--- src/rtl/module_7seg_pkg.sv ---
// -----------------------------------------------------------------------------
// module_7seg_pkg
// Shared types and constants for the multiplexed 7-segment scanner.
//   seg_t        : abc_defg segment pattern, bit 6 = a ... bit 0 = g, active-high
//   SEG_BLANK    : all segments off
//   SEG_TABLE    : patterns for codes 0..F (letters A b C d E F for 10..15)
//   scan_state_t : scanner state (RESET, SCAN)
// -----------------------------------------------------------------------------
package module_7seg_pkg;

    typedef logic [6:0] seg_t;

    typedef enum logic {
        ST_RESET,
        ST_SCAN
    } scan_state_t;

    localparam seg_t SEG_BLANK = 7'b000_0000;

    localparam seg_t SEG_TABLE [16] = '{
        7'b111_1110,  // 0
        7'b011_0000,  // 1
        7'b110_1101,  // 2
        7'b111_1001,  // 3
        7'b011_0011,  // 4
        7'b101_1011,  // 5
        7'b101_1111,  // 6
        7'b111_0000,  // 7
        7'b111_1111,  // 8
        7'b111_0011,  // 9
        7'b111_0111,  // A
        7'b001_1111,  // b
        7'b100_1110,  // C
        7'b011_1101,  // d
        7'b100_1111,  // E
        7'b100_0111   // F
    };

endpackage

--- src/rtl/module_7seg_scan_if.sv ---
// -----------------------------------------------------------------------------
// module_7seg_scan_if
// Bundle between the datapath and the display scanner.
//   data_i      : packed 4-bit digit codes, digit 0 in bits [3:0]
//   dp_i        : decimal-point request per digit
//   load_i      : capture data_i / dp_i into the scanner's shadow register
//   segmentos_o : abc_defg pattern of the active digit
//   dp_o        : decimal point of the active digit
//   anodos_o    : one-hot digit enable
// Modports: master = datapath side, slave = scanner.
// -----------------------------------------------------------------------------
interface module_7seg_scan_if #(
    parameter int N_DIGITS = 4
);
    import module_7seg_pkg::*;

    logic [4*N_DIGITS-1:0] data_i;
    logic [N_DIGITS-1:0]   dp_i;
    logic                  load_i;
    seg_t                  segmentos_o;
    logic                  dp_o;
    logic [N_DIGITS-1:0]   anodos_o;

    modport master (
        output data_i, dp_i, load_i,
        input  segmentos_o, dp_o, anodos_o
    );

    modport slave (
        input  data_i, dp_i, load_i,
        output segmentos_o, dp_o, anodos_o
    );

endinterface

--- src/rtl/module_7seg_dec.sv ---
// -----------------------------------------------------------------------------
// module_7seg_dec
// Pure combinational 4-bit code to abc_defg decoder.
//   code_i : digit code 0..15
//   seg_o  : segment pattern; codes >= 10 blank when HEX_MODE = 0
// -----------------------------------------------------------------------------
module module_7seg_dec
    import module_7seg_pkg::*;
#(
    parameter int HEX_MODE = 1
) (
    input  logic [3:0] code_i,
    output seg_t       seg_o
);

    always_comb begin
        // NOTE: assign a default before any conditional override so no latch is inferred.
        seg_o = SEG_TABLE[code_i];
        if (HEX_MODE == 0 && code_i >= 4'd10) begin
            seg_o = SEG_BLANK;
        end
    end

endmodule

--- src/rtl/module_7seg_scan.sv ---
// -----------------------------------------------------------------------------
// module_7seg_scan
// Time-multiplexed driver for N_DIGITS 7-segment digits. Latches the digit codes
// into a shadow register on load_i and scans one digit per REFRESH_DIV cycles.
//   clk : system clock
//   rst : synchronous active-high reset
//   bus : module_7seg_scan_if.slave (data_i, dp_i, load_i in;
//         segmentos_o, dp_o, anodos_o out, all registered)
// Optional build macro: LEADING_ZERO_BLANK_EN -- blank leading zero digits
// (never digit 0); blanked digits keep their enable slot.
// -----------------------------------------------------------------------------
module module_7seg_scan
    import module_7seg_pkg::*;
#(
    parameter int N_DIGITS         = 4,
    parameter int REFRESH_DIV      = 27000,
    parameter int HEX_MODE         = 1,
    parameter int ANODE_ACTIVE_LOW = 1
) (
    input  logic                 clk,
    input  logic                 rst,
    module_7seg_scan_if.slave    bus
);

    localparam int IDX_W = (N_DIGITS > 1) ? $clog2(N_DIGITS) : 1;
    localparam int PRE_W = $clog2(REFRESH_DIV);

    localparam logic [PRE_W-1:0]    PRE_LAST = PRE_W'(REFRESH_DIV - 1);
    localparam logic [IDX_W-1:0]    IDX_LAST = IDX_W'(N_DIGITS - 1);
    localparam logic                AN_LOW   = (ANODE_ACTIVE_LOW != 0);
    localparam logic [N_DIGITS-1:0] AN_OFF   = {N_DIGITS{AN_LOW}};

    scan_state_t                state;
    logic [PRE_W-1:0]           pre;
    logic [IDX_W-1:0]           idx;
    logic [N_DIGITS-1:0][3:0]   sh_data;
    logic [N_DIGITS-1:0]        sh_dp;
    logic [N_DIGITS-1:0]        blank;
    logic [N_DIGITS-1:0]        an_sel;
    seg_t                       dec_seg;
    logic                       tick;

    seg_t                       seg_q;
    logic                       dp_q;
    logic [N_DIGITS-1:0]        an_q;

    assign tick = (pre == PRE_LAST);

    // Single decoder shared by all digits, fed with the currently selected nibble.
    module_7seg_dec #(
        .HEX_MODE (HEX_MODE)
    ) u_dec (
        .code_i (sh_data[idx]),
        .seg_o  (dec_seg)
    );

    always_comb begin
        an_sel      = '0;
        an_sel[idx] = 1'b1;
    end

    // Walk down from the most significant digit; a digit is blank while every
    // digit from the top down to it (inclusive) is zero. Digit 0 is never blank.
    always_comb begin
        blank = '0;
`ifdef LEADING_ZERO_BLANK_EN
        begin
            logic lead;
            lead = 1'b1;
            for (int i = N_DIGITS - 1; i > 0; i--) begin
                lead     = lead && (sh_data[i] == 4'd0);
                blank[i] = lead;
            end
        end
`endif
    end

    // NOTE: all state here is sequential, so every assignment is non-blocking.
    always_ff @(posedge clk) begin
        if (rst) begin
            state   <= ST_RESET;
            pre     <= '0;
            idx     <= '0;
            sh_data <= '0;
            sh_dp   <= '0;
            seg_q   <= SEG_BLANK;
            dp_q    <= 1'b0;
            an_q    <= AN_OFF;
        end else begin
            if (bus.load_i) begin
                sh_data <= bus.data_i;
                sh_dp   <= bus.dp_i;
            end

            case (state)
                // Outputs stay off for one cycle after reset release.
                ST_RESET: begin
                    state <= ST_SCAN;
                end

                ST_SCAN: begin
                    if (tick) begin
                        pre <= '0;
                        idx <= (idx == IDX_LAST) ? '0 : idx + IDX_W'(1);
                    end else begin
                        pre <= pre + PRE_W'(1);
                    end

                    // Enable, segments and dp all derive from the same idx.
                    an_q  <= AN_LOW ? ~an_sel : an_sel;
                    seg_q <= blank[idx] ? SEG_BLANK : dec_seg;
                    dp_q  <= sh_dp[idx] & ~blank[idx];
                end

                default: begin
                    state <= ST_RESET;
                end
            endcase
        end
    end

    assign bus.segmentos_o = seg_q;
    assign bus.dp_o        = dp_q;
    assign bus.anodos_o    = an_q;

endmodule

--- src/flat_wrapper.sv ---
// flat-port wrapper written by rule: the top's interface ports become plain ports
module module_7seg_scan_flat import module_7seg_pkg::*;
#(
    parameter int N_DIGITS         = 4,
    parameter int REFRESH_DIV      = 27000,
    parameter int HEX_MODE         = 1,
    parameter int ANODE_ACTIVE_LOW = 1
)
  (clk, rst, bus_data_i, bus_dp_i, bus_load_i, bus_segmentos_o, bus_dp_o, bus_anodos_o);
  module_7seg_scan_if #(.N_DIGITS(N_DIGITS)) bus_i ();
  input  logic clk;
  input  logic rst;
  input wire logic [$bits(bus_i.data_i)-1:0] bus_data_i;
  input wire logic [$bits(bus_i.dp_i)-1:0] bus_dp_i;
  input wire logic [$bits(bus_i.load_i)-1:0] bus_load_i;
  output wire logic [$bits(bus_i.segmentos_o)-1:0] bus_segmentos_o;
  output wire logic [$bits(bus_i.dp_o)-1:0] bus_dp_o;
  output wire logic [$bits(bus_i.anodos_o)-1:0] bus_anodos_o;
  assign bus_i.data_i = bus_data_i;
  assign bus_i.dp_i = bus_dp_i;
  assign bus_i.load_i = bus_load_i;
  assign bus_segmentos_o = bus_i.segmentos_o;
  assign bus_dp_o = bus_i.dp_o;
  assign bus_anodos_o = bus_i.anodos_o;
  module_7seg_scan #(.N_DIGITS(N_DIGITS), .REFRESH_DIV(REFRESH_DIV), .HEX_MODE(HEX_MODE), .ANODE_ACTIVE_LOW(ANODE_ACTIVE_LOW)) u_core (.clk(clk), .rst(rst), .bus(bus_i));
endmodule
--- config.mk ---
export PLATFORM = sky130hd
export DESIGN_NAME = module_7seg_scan_flat
export DESIGN_NICKNAME = d
export VERILOG_FILES = /design/src/rtl/module_7seg_pkg.sv /design/src/rtl/module_7seg_scan_if.sv /design/src/rtl/module_7seg_dec.sv /design/src/rtl/module_7seg_scan.sv /design/src/flat_wrapper.sv
export SDC_FILE = /design/constraint.sdc
export NUM_CORES = 1
export LEC_CHECK = 0
export CAP_MARGIN = 20
export CORE_ASPECT_RATIO = 0.75
export CORE_MARGIN = 1
export CORE_UTILIZATION = 45
export DETAILED_ROUTE_END_ITERATION = 16
export PLACE_DENSITY = 0.74
export RECOVER_POWER = 50
export SLEW_MARGIN = 20
export SYNTH_ARGS = -nofsm -noshare
export SYNTH_HDL_FRONTEND = slang
export SYNTH_HIERARCHICAL = 1
export SYNTH_SLANG_ARGS = --single-unit
--- constraint.sdc ---
create_clock -name clk -period 6.77 [get_ports clk]
set_input_delay 0.677 -clock clk [delete_from_list [all_inputs] [get_ports clk]]
set_output_delay 0.677 -clock clk [all_outputs]
set_load 0.01 [all_outputs]
## After elaboration in Yosys (flattened, before gate mapping)

Memories as Yosys holds them, arrays and structs flattened. A register that Yosys moved wholly into a read port is not among the register bits.
Index checks and enable logic that the tools add are counted.

| word-level totals | value |
|---|---|
| logic and storage cells | 34 |
| register bits after elaboration | 43 |
| bits in read-only memories | 112 |
| memories kept | 1 |
| output and inout bits | 12 |
| bits of input ports | 23 |

| cells by class | value |
|---|---|
| $add $sub $neg | 2 |
| bitwise operators | 4 |
| reduce and logical (&&, ||, !) cells | 2 |
| muxes and demuxes | 11 |
| order comparisons | 2 |
| equal/unequal tests | 2 |

Memories:

| memory | words | bits a word | rd ports | clocked after Yosys merged registers in | wr ports | RTL line | source |
|---|---|---|---|---|---|---|---|
| (name not given) | 16 | 7 | 1 | 1 | 0 | module_7seg_dec.sv:18 | `seg_o = SEG_TABLE[code_i];` |

Operator list:

| kind | count |
|---|---|
| $add A15 B1 Y15 const B | 1 |
| $eq A15 B15 Y1 const B | 1 |
| $mux W15 | 1 |
| $bmux W4 S2 | 1 |
| $not A4 Y5 | 1 |
| $bmux W1 S2 | 2 |
| $mux W1 | 4 |
| $mux W4 | 1 |
| $not A4 Y4 | 1 |
| $lt A2 B3 Y1 const B | 1 |
| $add A2 B1 Y2 const B | 1 |
| $demux W1 S2 | 1 |
| $eq A2 B2 Y1 const B | 1 |
| $ge A2 B1 Y1 const B | 1 |
| $mux W2 | 1 |
| $reduce_and A2 Y1 | 1 |
| $and A1 B1 Y1 | 1 |
| $logic_and A1 B1 Y1 | 1 |
| $not A1 Y1 | 1 |

## Longest topological paths before layout

Gate-level depths: netlist of the first run.

| logic depth | value |
|---|---|
| depth in word-level cells | 5 |
| gate-level depth with buffers | 9 |
| depth with buffers taken out | 8 |

## Hierarchy

The synthesis of the first run kept the hierarchy.

By module, submodules not included:

| module | cells each | area each (µm²) | sequential area each (µm²) | instances |
|---|---|---|---|---|
| module_7seg_scan | 206 | 2077.0 | 1001.0 | 1 |
| module_7seg_dec | 38 | 267.8 | 0.0 | 1 |

## Least setup slack after synthesis of the first run

No wires, ideal clock.

| timing path | value |
|---|---|
| path type | reg2reg |
| start point | register u_core.idx[0] |
| end point | register u_core.seg_q[5], in the netlist u_core/bus.segmentos_o[5] |
| data arrival time | 2.206 ns |
| stages on the path, launching flop included | 10 |
| setup slack | 4.499 ns |
| library setup time | 0.065 ns |
| required time | 6.705 ns |
| buffers on the path | 1 |
| period minus slack after synthesis | 2.271 ns |
| cell sequence | dfxtp_1 -> clkbuf_1 -> mux4_2 -> inv_1 -> ha_1 -> and2b_1 -> o21ai_1 -> o21a_1 -> mux2i_1 -> nor2_1 |

| on the way | value |
|---|---|
| word-level cells in the longest chain between the ends | 3 |

RTL lines:

| what | RTL line | source |
|---|---|---|
| from (decl) | module_7seg_scan.sv:35 | `logic [IDX_W-1:0] idx;` |
| from (signal assigned) | module_7seg_scan.sv:104 | `idx <= (idx == IDX_LAST) ? '0 : idx + IDX_W'(1);` |
| $bmux W4 S2 | module_7seg_scan.sv:53 | `.code_i (sh_data[idx]),` |
| $mux W4 (not written as such) | module_7seg_scan.sv:53 |  |
| $not A4 Y5 (not written as such) | module_7seg_dec.sv:18 |  |
| to (decl) | module_7seg_scan.sv:43 | `seg_t seg_q;` |

No other way between the ends. The select of a mux whose other input is x is not followed.
A chain may end at the register's enable or synchronous reset.

==> results of run 1 <==
-- flip-flops by register name, indices dropped and copies added (netlist names) --
name / flops
u_core/pre: 15
u_core/bus.anodos_o: 4
u_core/bus.dp_o: 1
u_core/sh_dp: 4
u_core/bus.segmentos_o: 7
u_core/idx: 2
u_core/sh_data: 16
u_core/state: 1
-- where the power goes --
part	internal (W)	total, W	switching (W)
clock network	0.0000823	0.000184	0.000102
logic	0.0000398	0.0000711	0.0000312
registers	0.000307	0.000317	0.00000962
-- placed cells by master, fill, tap and decap left out, drive strengths merged, types with 2 or more instances in the layout --
master	n
nor2	51
dfxtp	50
mux2i	31
clkdlybuf4s50	28
nand2	17
ha	12
xnor2	8
inv	7
clkbuf	7
o21ai	7
nand4	6
xor2	6
dlygate4sd3	5
mux4	5
nor3	4
a21oi	3
nor4	3
a22oi	3
nand3	2
or3	2
nor2b	2
and2b	2
or2	2
-- worst max-delay path, stage by stage --
cell and delay [ns]:
dlygate4sd3_1 0.52, clkbuf_1 1.02, or2_1 0.53, nor2_1 0.10
-- layout make-up --
class                           instances  area [sq um]
Fill cell                             431          2170
Inverter                                7          26.3
Sequential cell                        50          1000
Tap cell                               60          75.1
Multi-Input combinational cell        173          1250
Timing Repair Buffer                   35           339
Clock buffer                            6          82.6
Clock inverter                          2          12.5
-- cells by family (layout without fill, tap and decap cells) --
group / Yosys count / in the layout / share of synthesized area
DFF: 50 / 50 / 0.427
and+or+nand+nor: 95 / 95 / 0.192
xor gates and xnor gates: 14 / 14 / 0.0523
muxes: 36 / 36 / 0.180
AOI/OAI and AO/OA: 16 / 16 / 0.0438
buffers and inverters: 21 / 50 / 0.0411
adders and majority gates: 12 / 12 / 0.0640
-- cell usage after synthesis --
library cell  number
and4_1             1
or3_1              2
nor2_1            51
nor3_1             4
dfxtp_1           50
a21o_1             1
o21a_1             1
a22oi_1            2
nor2b_1            2
or2_1              1
ha_1              12
o32a_1             1
buf_2              2
or2_2              1
clkbuf_1           7
buf_6              2
mux4_2             5
o21ai_0            5
nor4_4             1
nand2b_1           1
nand4bb_1          1
buf_1              3
nand4_1            6
xnor2_1            8
a21oi_1            3
a22oi_2            1
inv_1              7
nand2_1           17
nand3_1            2
xor2_1             6
and2b_1            2
mux2i_1           31
o21ai_1            2
nor4_1             2
or4b_4             1
-- worst max-delay path by stage --
| stage | startpoint | slack (ns) | endpoint | depth (start not counted) |
|---|---|---|---|---|
| 2_1_floorplan | u_core/idx[0] | 4.50 | u_core/bus.segmentos_o[5] | 9 |
| 5_1_grt | rst | 3.97 | u_core/pre[10] | 4 |
| 6_report | rst | 4.09 | u_core/pre[13] | 4 |
| 3_3_place_gp | bus_load_i | 4.39 | u_core/sh_data[5] | 3 |
| 3_5_place_dp | bus_load_i | 4.35 | u_core/sh_data[13] | 3 |
| 4_1_cts | u_core/idx[0] | 4.35 | u_core/bus.segmentos_o[5] | 8 |
-- routing by layer --
metal,vias to the layer above,global-route usage
li1,880,-
met5,-,0
met2,33,0.263
met3,4,0.0420
met4,0,0.0667
met1,791,0.235
-- metrics by stage --
stage               hold slack, ns  worst slack, ns
finish                       0.484             4.09
global route                 0.517             3.97
detailed placement           0.470             4.35
floorplan                    0.455             4.50
global placement             0.467             4.39
CTS                          0.494             4.35
==> reports/results.tsv, run 1 <==
stage	metric	value	unit
cts	# hold bufs at CTS	0	
cells_and_area	Layout Nets	307	
drt	Routed met1 length	2230	um
cells_and_area	ANT cells	0	
place	Placer Congestion	0.769	
cells_and_area	Synth-to-Final Area Change	18.7	%
critical_path	CP Class	input port to flop	
critical_path	Reg-to-Reg Start	u_core/idx[0]	
drt	routed length on met2	1750	um
drt	iteration count of the initial detailed-routing pass	4	
timing	setup violators final	0	
place	hpwl dp	2920	um
grt	number of global-route vias before repair	1636	
grt	first-pass GRT wire length	7430	um
cells_and_area	post-route cell area	2780	sq um
cts	total clock sinks	50	
drt	wire per inst	12.5	um
timing	Final Max Tran Viols	0	
timing	worst-margin pin slew	1.40	ns
logic_synthesis	Ys Warns	6	
cells_and_area	share of post-route cells with drive strength above 1	0.0659	
drt	Final ANT Viol Nets	0	
grt	initial antenna violation count	0	
timing	Final Cycle Share	0.395	
drt	Residual DRC	0	
worst_hold_path	depth of the worst hold-timing path	2	
logic_synthesis	synthesized instance count	244	
timing	Slew headroom	0.0651	
cts	CTS tree	built	
cts	CTS clock-pin slew for the worst setup and hold paths	0.08	ns
drt	drt initial violations	70	
timing	RSZ-0062 raised after global routing	false	
cells_and_area	non-filler cells, final	333	
logic_synthesis	Yosys top cell by area	dfxtp_1	
place	cell area after placement	2700	sq um
grt	GR Util All Layers	0.172	
floorplan	# IOs	35	
timing	post-layout min period	2.68	ns
logic_synthesis	Mean Syn Cell Area	9.61	sq um
logic_synthesis	Post-Syn Nets	279	
grt	largest net degree at the start of global routing	34	
cts	Num CTS Buffers	5	
timing	Clock Skew	0.00966	ns
logic_synthesis	register area share after synthesis	0.427	
cts	postcts setup bufs	0	
floorplan	# rows	22	
logic_synthesis	Cell variety after synth	35	
job	# Max-Cap Violations	0	
drt	Highest Signal Layer	met4	
drt	Via Count	1708	
critical_path	Worst Path Required	6.95	ns
critical_path	crit end category	flop	
timing	Final TNS setup	0	ns
drt	WL final	4170	um
grt	global route overflow	0	
logic_synthesis	Synth top area share	0.427	
critical_path	R2R Setup Slk	4.37	ns
cells_and_area	fin util	0.562	
worst_hold_path	Hold Path Sink	u_core/bus.anodos_o[1]	
power_and_ir_drop	Static Leak	1.12	nW
place	Placed Cells incl. Taps	325	
drt	met3 WL post-DR	143	um
critical_path	terminus of the critical flop-to-flop path	u_core/bus.segmentos_o[5]	
timing	Fmax	0.374	GHz
critical_path	critical path launch point type	input port	
logic_synthesis	mapped cell area	2340	sq um
power_and_ir_drop	total power	0.000572	W
critical_path	crit path DAT	2.85	ns
critical_path	CP Max Fanout	33	
cts	CTS max path bufs	2	
floorplan	starting density of the core	0.473	
floorplan	die footprint	5510	sq um
worst_hold_path	worst hold start	u_core/bus.anodos_o[1]	
critical_path	worst reg2reg path depth	8	
status	outcome	finished clean	
timing	Fin. Hold Viols	0	
place	I/O Buffers	34	
floorplan	Core Region	4950	sq um
logic_synthesis	Yosys reg bits	50	
cts	H-tree depth	2	
drt	vias per cell	5.13	
logic_synthesis	Area contributors post-synth	dfxtp_1, mux2i_1, nor2_1	
power_and_ir_drop	maximum vdd drop	135	uV
cts	Post-CTS Resized	0	
cts	insertion delay to the later sink of the worst-skew pair	0.31	ns
worst_hold_path	min-delay worst type	flop to flop	
cts	CTS Root Cell	clkbuf_8	
floorplan	Die X	85.4	um
power_and_ir_drop	Pwr per Cell Area	205	nW/um^2
floorplan	die height	64.5	um
(Power assumes the default switching activity.)
==> run 2: changes to the inputs <==
Settings changed: PLACE_DENSITY 0.74 to 0.77.
Clock period 6.77 ns to 2.3 ns, I/O delays scaled along.
==> run 2 against run 1 <==
Net effect:
- die area unchanged
- critical path type is now flop to flop
- routed wire length up 2.7%
- worst setup slack worse by 3.9 ns
- design area is 1.4% higher
- flip-flop and latch count did not move
==> reports/results.tsv, run 2 (synthesis gave the netlist of run 1 again) <==
stage	metric	value	unit
cells_and_area	Layout Nets	311	
power_and_ir_drop	total power	0.00169	W
drt	Final ANT Viol Nets	0	
drt	Via Count	1710	
critical_path	worst reg2reg path depth	8	
timing	Final TNS setup	0	ns
critical_path	crit end category	flop	
cts	postcts setup bufs	0	
grt	first-pass GRT wire length	7390	um
critical_path	delay-heaviest family, CP	multiplexers	
cells_and_area	commonest cells after routing, fill and taps aside	nor2_1, dfxtp_1, mux2i_1, clkdlybuf4s50_1, nand2_1	
critical_path	slowest cell delay on critical path	0.58	ns
cts	CTS Root Cell	clkbuf_8	
critical_path	CP Class	flop to flop	
cells_and_area	commonest non-fill, non-tap cell in the layout	nor2_1	
grt	largest net degree at the start of global routing	33	
timing	setup violators final	0	
grt	initial antenna violation count	0	
cts	H-tree depth	2	
grt	Top Usage Layer GRT	met2	
floorplan	# rows	22	
cells_and_area	Synth-to-Final Area Change	20.4	%
cts	insertion delay to the later sink of the worst-skew pair	0.30	ns
timing	setup ws final	0.204	ns
job	# Max-Cap Violations	0	
floorplan	starting density of the core	0.473	
timing	RSZ-0062 raised after global routing	false	
drt	WL final	4280	um
timing	worst-margin pin slew	1.38	ns
cts	Num CTS Buffers	5	
drt	drt initial violations	75	
critical_path	CP Max Fanout	5	
drt	Residual DRC	0	
power_and_ir_drop	maximum vdd drop	340	uV
power_and_ir_drop	Pwr per Cell Area	598	nW/um^2
cts	# hold bufs at CTS	0	
cts	CTS clock-pin slew for the worst setup and hold paths	0.09	ns
worst_hold_path	depth of the worst hold-timing path	2	
drt	wire per inst	12.7	um
cells_and_area	share of post-route cells with drive strength above 1	0.0758	
floorplan	Core Region	4950	sq um
cells_and_area	ANT cells	0	
critical_path	critical path launch point type	flop	
critical_path	Critical Path Stages	8	
critical_path	crit path DAT	2.34	ns
grt	M1 GR Usage	0.234	
cts	total clock sinks	50	
cells_and_area	area occupied by multi-input gates	1250	sq um
place	I/O Buffers	34	
power_and_ir_drop	Static Leak	1.14	nW
worst_hold_path	min-delay worst type	flop to flop	
place	Placer Congestion	0.810	
timing	Fmax	0.477	GHz
grt	global route overflow	0	
status	outcome	finished clean	
floorplan	die footprint	5510	sq um
timing	Fin. Hold Viols	0	
cells_and_area	max FFs per register	16	
grt	GR Util All Layers	0.174	
cts	Post-CTS Resized	0	
timing	post-layout min period	2.10	ns
place	hpwl dp	3100	um
grt	number of global-route vias before repair	1616	
grt	met3 Usage GRT	0.0433	
cts	CTS max path bufs	2	
floorplan	# IOs	35	
timing	Final Max Tran Viols	0	
timing	Slew headroom	0.0782	
floorplan	die height	64.5	um
timing	Final Cycle Share	0.911	
cells_and_area	# fillers	461	
floorplan	Die X	85.4	um
cts	CTS tree	built	
timing	Clock Skew	0.00449	ns
cells_and_area	Largest Register	u_core/sh_data	
critical_path	CP Cell Sequence	mux4_2 -> inv_1 -> ha_1 -> and2b_1 -> o21ai_1 -> o21a_1 -> mux2i_1 -> nor2_1	
place	dpl ws	0.215	ns
critical_path	CP bufs+invs	1	
drt	iteration count of the initial detailed-routing pass	4	
critical_path	Worst Path Required	2.54	ns
grt	met2 GRT Util	0.269	
cells_and_area	register area	1000	sq um
critical_path	critical path's slowest cell	mux4_2	
drt	vias per cell	5.07	
[run 2: cell types whose count changed in the layout (fill, tap and decap cells not counted)]
cell / change
buf_4: +4
buf_2: -1
clkinv_2: -1
dlygate4sd3_1: +1
inv_6: +1
[run 2: path summary, 6_finish.rpt]
path | to | slack, ns | startpoint
setup / recovery | u_core/bus.segmentos_o[5] | 0.20 | u_core/idx[0]
hold / removal | u_core/bus.anodos_o[2] | 0.48 | u_core/bus.anodos_o[2]
setup reg to reg | u_core/bus.segmentos_o[5] | 0.20 | u_core/idx[0]
hold reg to reg | u_core/bus.anodos_o[2] | 0.48 | u_core/bus.anodos_o[2]
[run 2: worst min-delay path, cell delays in order, from the launching register on]
cell and delay, ns:
dfxtp_1 0.33, o21ai_0 0.07, nand2_1 0.06
[run 2: final cells by class]
class                   instances  share of cell area
inverters                       7             0.00931
clock inverters                 2             0.00576
flip-flops and latches         50               0.355
repair buffers                 39               0.133
multi-input cells             173               0.442
well taps                      60              0.0266
clock buffers                   6              0.0293
[run 2: power breakdown]
part / internal [W] / switching [W]
registers: 0.000904 / 0.0000257
clock network: 0.000248 / 0.000293
logic: 0.000120 / 0.0000961
[run 2: per-stage QoR]
step | hold WS (ns) | utilization | instance area (sq um) | std cells
4_1_cts | 0.492 | 0.570 | 2830 | 337
3_3_place_gp | 0.468 | 0.551 | 2730 | 329
5_1_grt | 0.512 | 0.570 | 2820 | 337
2_1_floorplan | 0.377 | - | 2340 | 244
6_report | 0.483 | 0.570 | 2820 | 337
3_5_place_dp | 0.464 | 0.551 | 2730 | 329
[run 2: metal layers]
layer	share of wire	routed length (um)	vias to the layer above
met5	0	0	-
met2	0.44	1900	32
met4	0	0	0
li1	-	-	893
met1	0.52	2220	785
met3	0.038	162	0
==> run 3: changes to the inputs <==
Settings changed: PLACE_DENSITY 0.77 to 0.74.
Clock period 2.3 ns to 2.72 ns, I/O delays scaled along.
==> run 3 against run 2 <==
Net effect:
- clock-buffer cell count did not move
- first-iteration DRC count rose by 21%
- sequential power fell by 16%
- die area did not move
- core utilization fell by 0.15 points
- critical path depth fell by 1
- non-clock buffer count did not move
- via count rose by 2.9%
- sequential share of layout area rose by 0.095 points
- largest cell class unchanged
==> reports/results.tsv, run 3 (synthesis gave the netlist of run 1 again) <==
stage	metric	value	unit
status	outcome	finished clean	
floorplan	# IOs	35	
floorplan	die height	64.5	um
place	hpwl dp	3150	um
cts	H-tree depth	2	
cts	postcts setup bufs	0	
grt	global route overflow	0	
cts	CTS max path bufs	2	
cts	Post-CTS Resized	0	
drt	vias per cell	5.22	
cts	CTS clock-pin slew for the worst setup and hold paths	0.09	ns
place	I/O Buffers	34	
cts	Num CTS Buffers	5	
timing	worst-margin pin slew	1.39	ns
grt	number of global-route vias before repair	1665	
cts	insertion delay to the later sink of the worst-skew pair	0.31	ns
power_and_ir_drop	maximum vdd drop	353	uV
cts	CTS Root Cell	clkbuf_8	
power_and_ir_drop	Pwr per Cell Area	507	nW/um^2
critical_path	crit end category	flop	
drt	Residual DRC	0	
timing	Final TNS setup	0	ns
drt	Final ANT Viol Nets	0	
power_and_ir_drop	total power	0.00143	W
critical_path	CP Max Fanout	12	
floorplan	Core Region	4950	sq um
timing	Clock Skew	0.00514	ns
floorplan	starting density of the core	0.473	
cells_and_area	commonest non-fill, non-tap cell in the layout	nor2_1	
timing	setup violators final	0	
drt	wire per inst	13.2	um
cts	CTS tree	built	
power_and_ir_drop	Static Leak	1.15	nW
drt	drt initial violations	91	
cells_and_area	share of post-route cells with drive strength above 1	0.0722	
place	Placer Congestion	0.847	
critical_path	Worst Path Required	2.88	ns
timing	Fmax	0.475	GHz
timing	Final Cycle Share	0.774	
cells_and_area	ANT cells	0	
critical_path	critical path launch point type	flop	
timing	Fin. Hold Viols	0	
drt	Via Count	1759	
critical_path	crit path DAT	2.26	ns
grt	initial antenna violation count	0	
grt	GR Util All Layers	0.179	
timing	Final Max Tran Viols	0	
drt	iteration count of the initial detailed-routing pass	4	
cts	# hold bufs at CTS	0	
cells_and_area	post-route cell area	2820	sq um
place	cell area after placement	2730	sq um
grt	largest net degree at the start of global routing	33	
job	# Max-Cap Violations	0	
cells_and_area	commonest cells after routing, fill and taps aside	nor2_1, dfxtp_1, mux2i_1, clkdlybuf4s50_1, nand2_1	
drt	WL final	4430	um
worst_hold_path	min-delay worst type	flop to flop	
timing	post-layout min period	2.11	ns
cells_and_area	Largest Register	u_core/sh_data	
timing	RSZ-0062 raised after global routing	false	
cells_and_area	Layout Nets	311	
floorplan	Die X	85.4	um
floorplan	die footprint	5510	sq um
grt	first-pass GRT wire length	7620	um
cells_and_area	max FFs per register	16	
cts	total clock sinks	50	
cells_and_area	Synth-to-Final Area Change	20.1	%
timing	Slew headroom	0.0747	
critical_path	CP Class	flop to flop	
floorplan	# rows	22	
-- run 3: changes by cell type in the layout (fill, tap and decap cells not counted), sizes merged --
cell           previous run  this run
buf                       4         3
dlygate4sd3               6         7
inv                       8         7
clkinv                    0         1
clkbuf                    7         8
clkdlybuf4s50            28        27
-- run 3: final cells by class --
type | count | area [sq um]
Multi-Input combinational cell | 173 | 1250
Timing Repair Buffer | 39 | 370
Clock inverter | 2 | 12.5
Sequential cell | 50 | 1000
Tap cell | 60 | 75.1
Clock buffer | 6 | 82.6
Fill cell | 433 | 2140
Inverter | 7 | 26.3
-- run 3: stage by stage --
step,cells,hold slack [ns],util,setup WS (ns)
CTS,337,0.498,0.570,0.620
global route,337,0.530,0.568,0.424
global placement,329,0.464,0.551,0.713
finish,337,0.490,0.568,0.615
detailed placement,329,0.475,0.551,0.639
floorplan,244,0.419,-,0.449
-- run 3: worst max-delay path, cell delays in order, from the launching register on --
cell and delay, ns:
dfxtp_1 0.44, buf_4 0.21, mux4_2 0.63, and2b_1 0.22
nor3_1 0.18, a21oi_1 0.06, mux2i_1 0.15, nor2_1 0.05
-- run 3: layer usage --
layer / vias up / track usage / wire length (um)
met4: 0 / 0.0583 / 55
met1: 820 / 0.237 / 2210
li1: 891 / - / -
met2: 42 / 0.271 / 1930
met5: - / 0 / 0
met3: 6 / 0.0675 / 231
-- run 3: final timing paths --
path,cells past startpoint,from,slack [ns],to
worst max-delay path,7,u_core/idx[0],0.61,u_core/bus.segmentos_o[6]
worst max register to register,7,u_core/idx[0],0.61,u_core/bus.segmentos_o[6]
worst min register to register,2,u_core/bus.anodos_o[2],0.49,u_core/bus.anodos_o[2]
worst min-delay path,2,u_core/bus.anodos_o[2],0.49,u_core/bus.anodos_o[2]
-- run 3: report_power, final --
group / total, W / switching [W] / internal (W)
sequential: 0.000784 / 0.0000197 / 0.000765
combinational: 0.000186 / 0.0000852 / 0.000101
clock: 0.000456 / 0.000251 / 0.000205
total: 0.00143 / 0.000356 / 0.00107
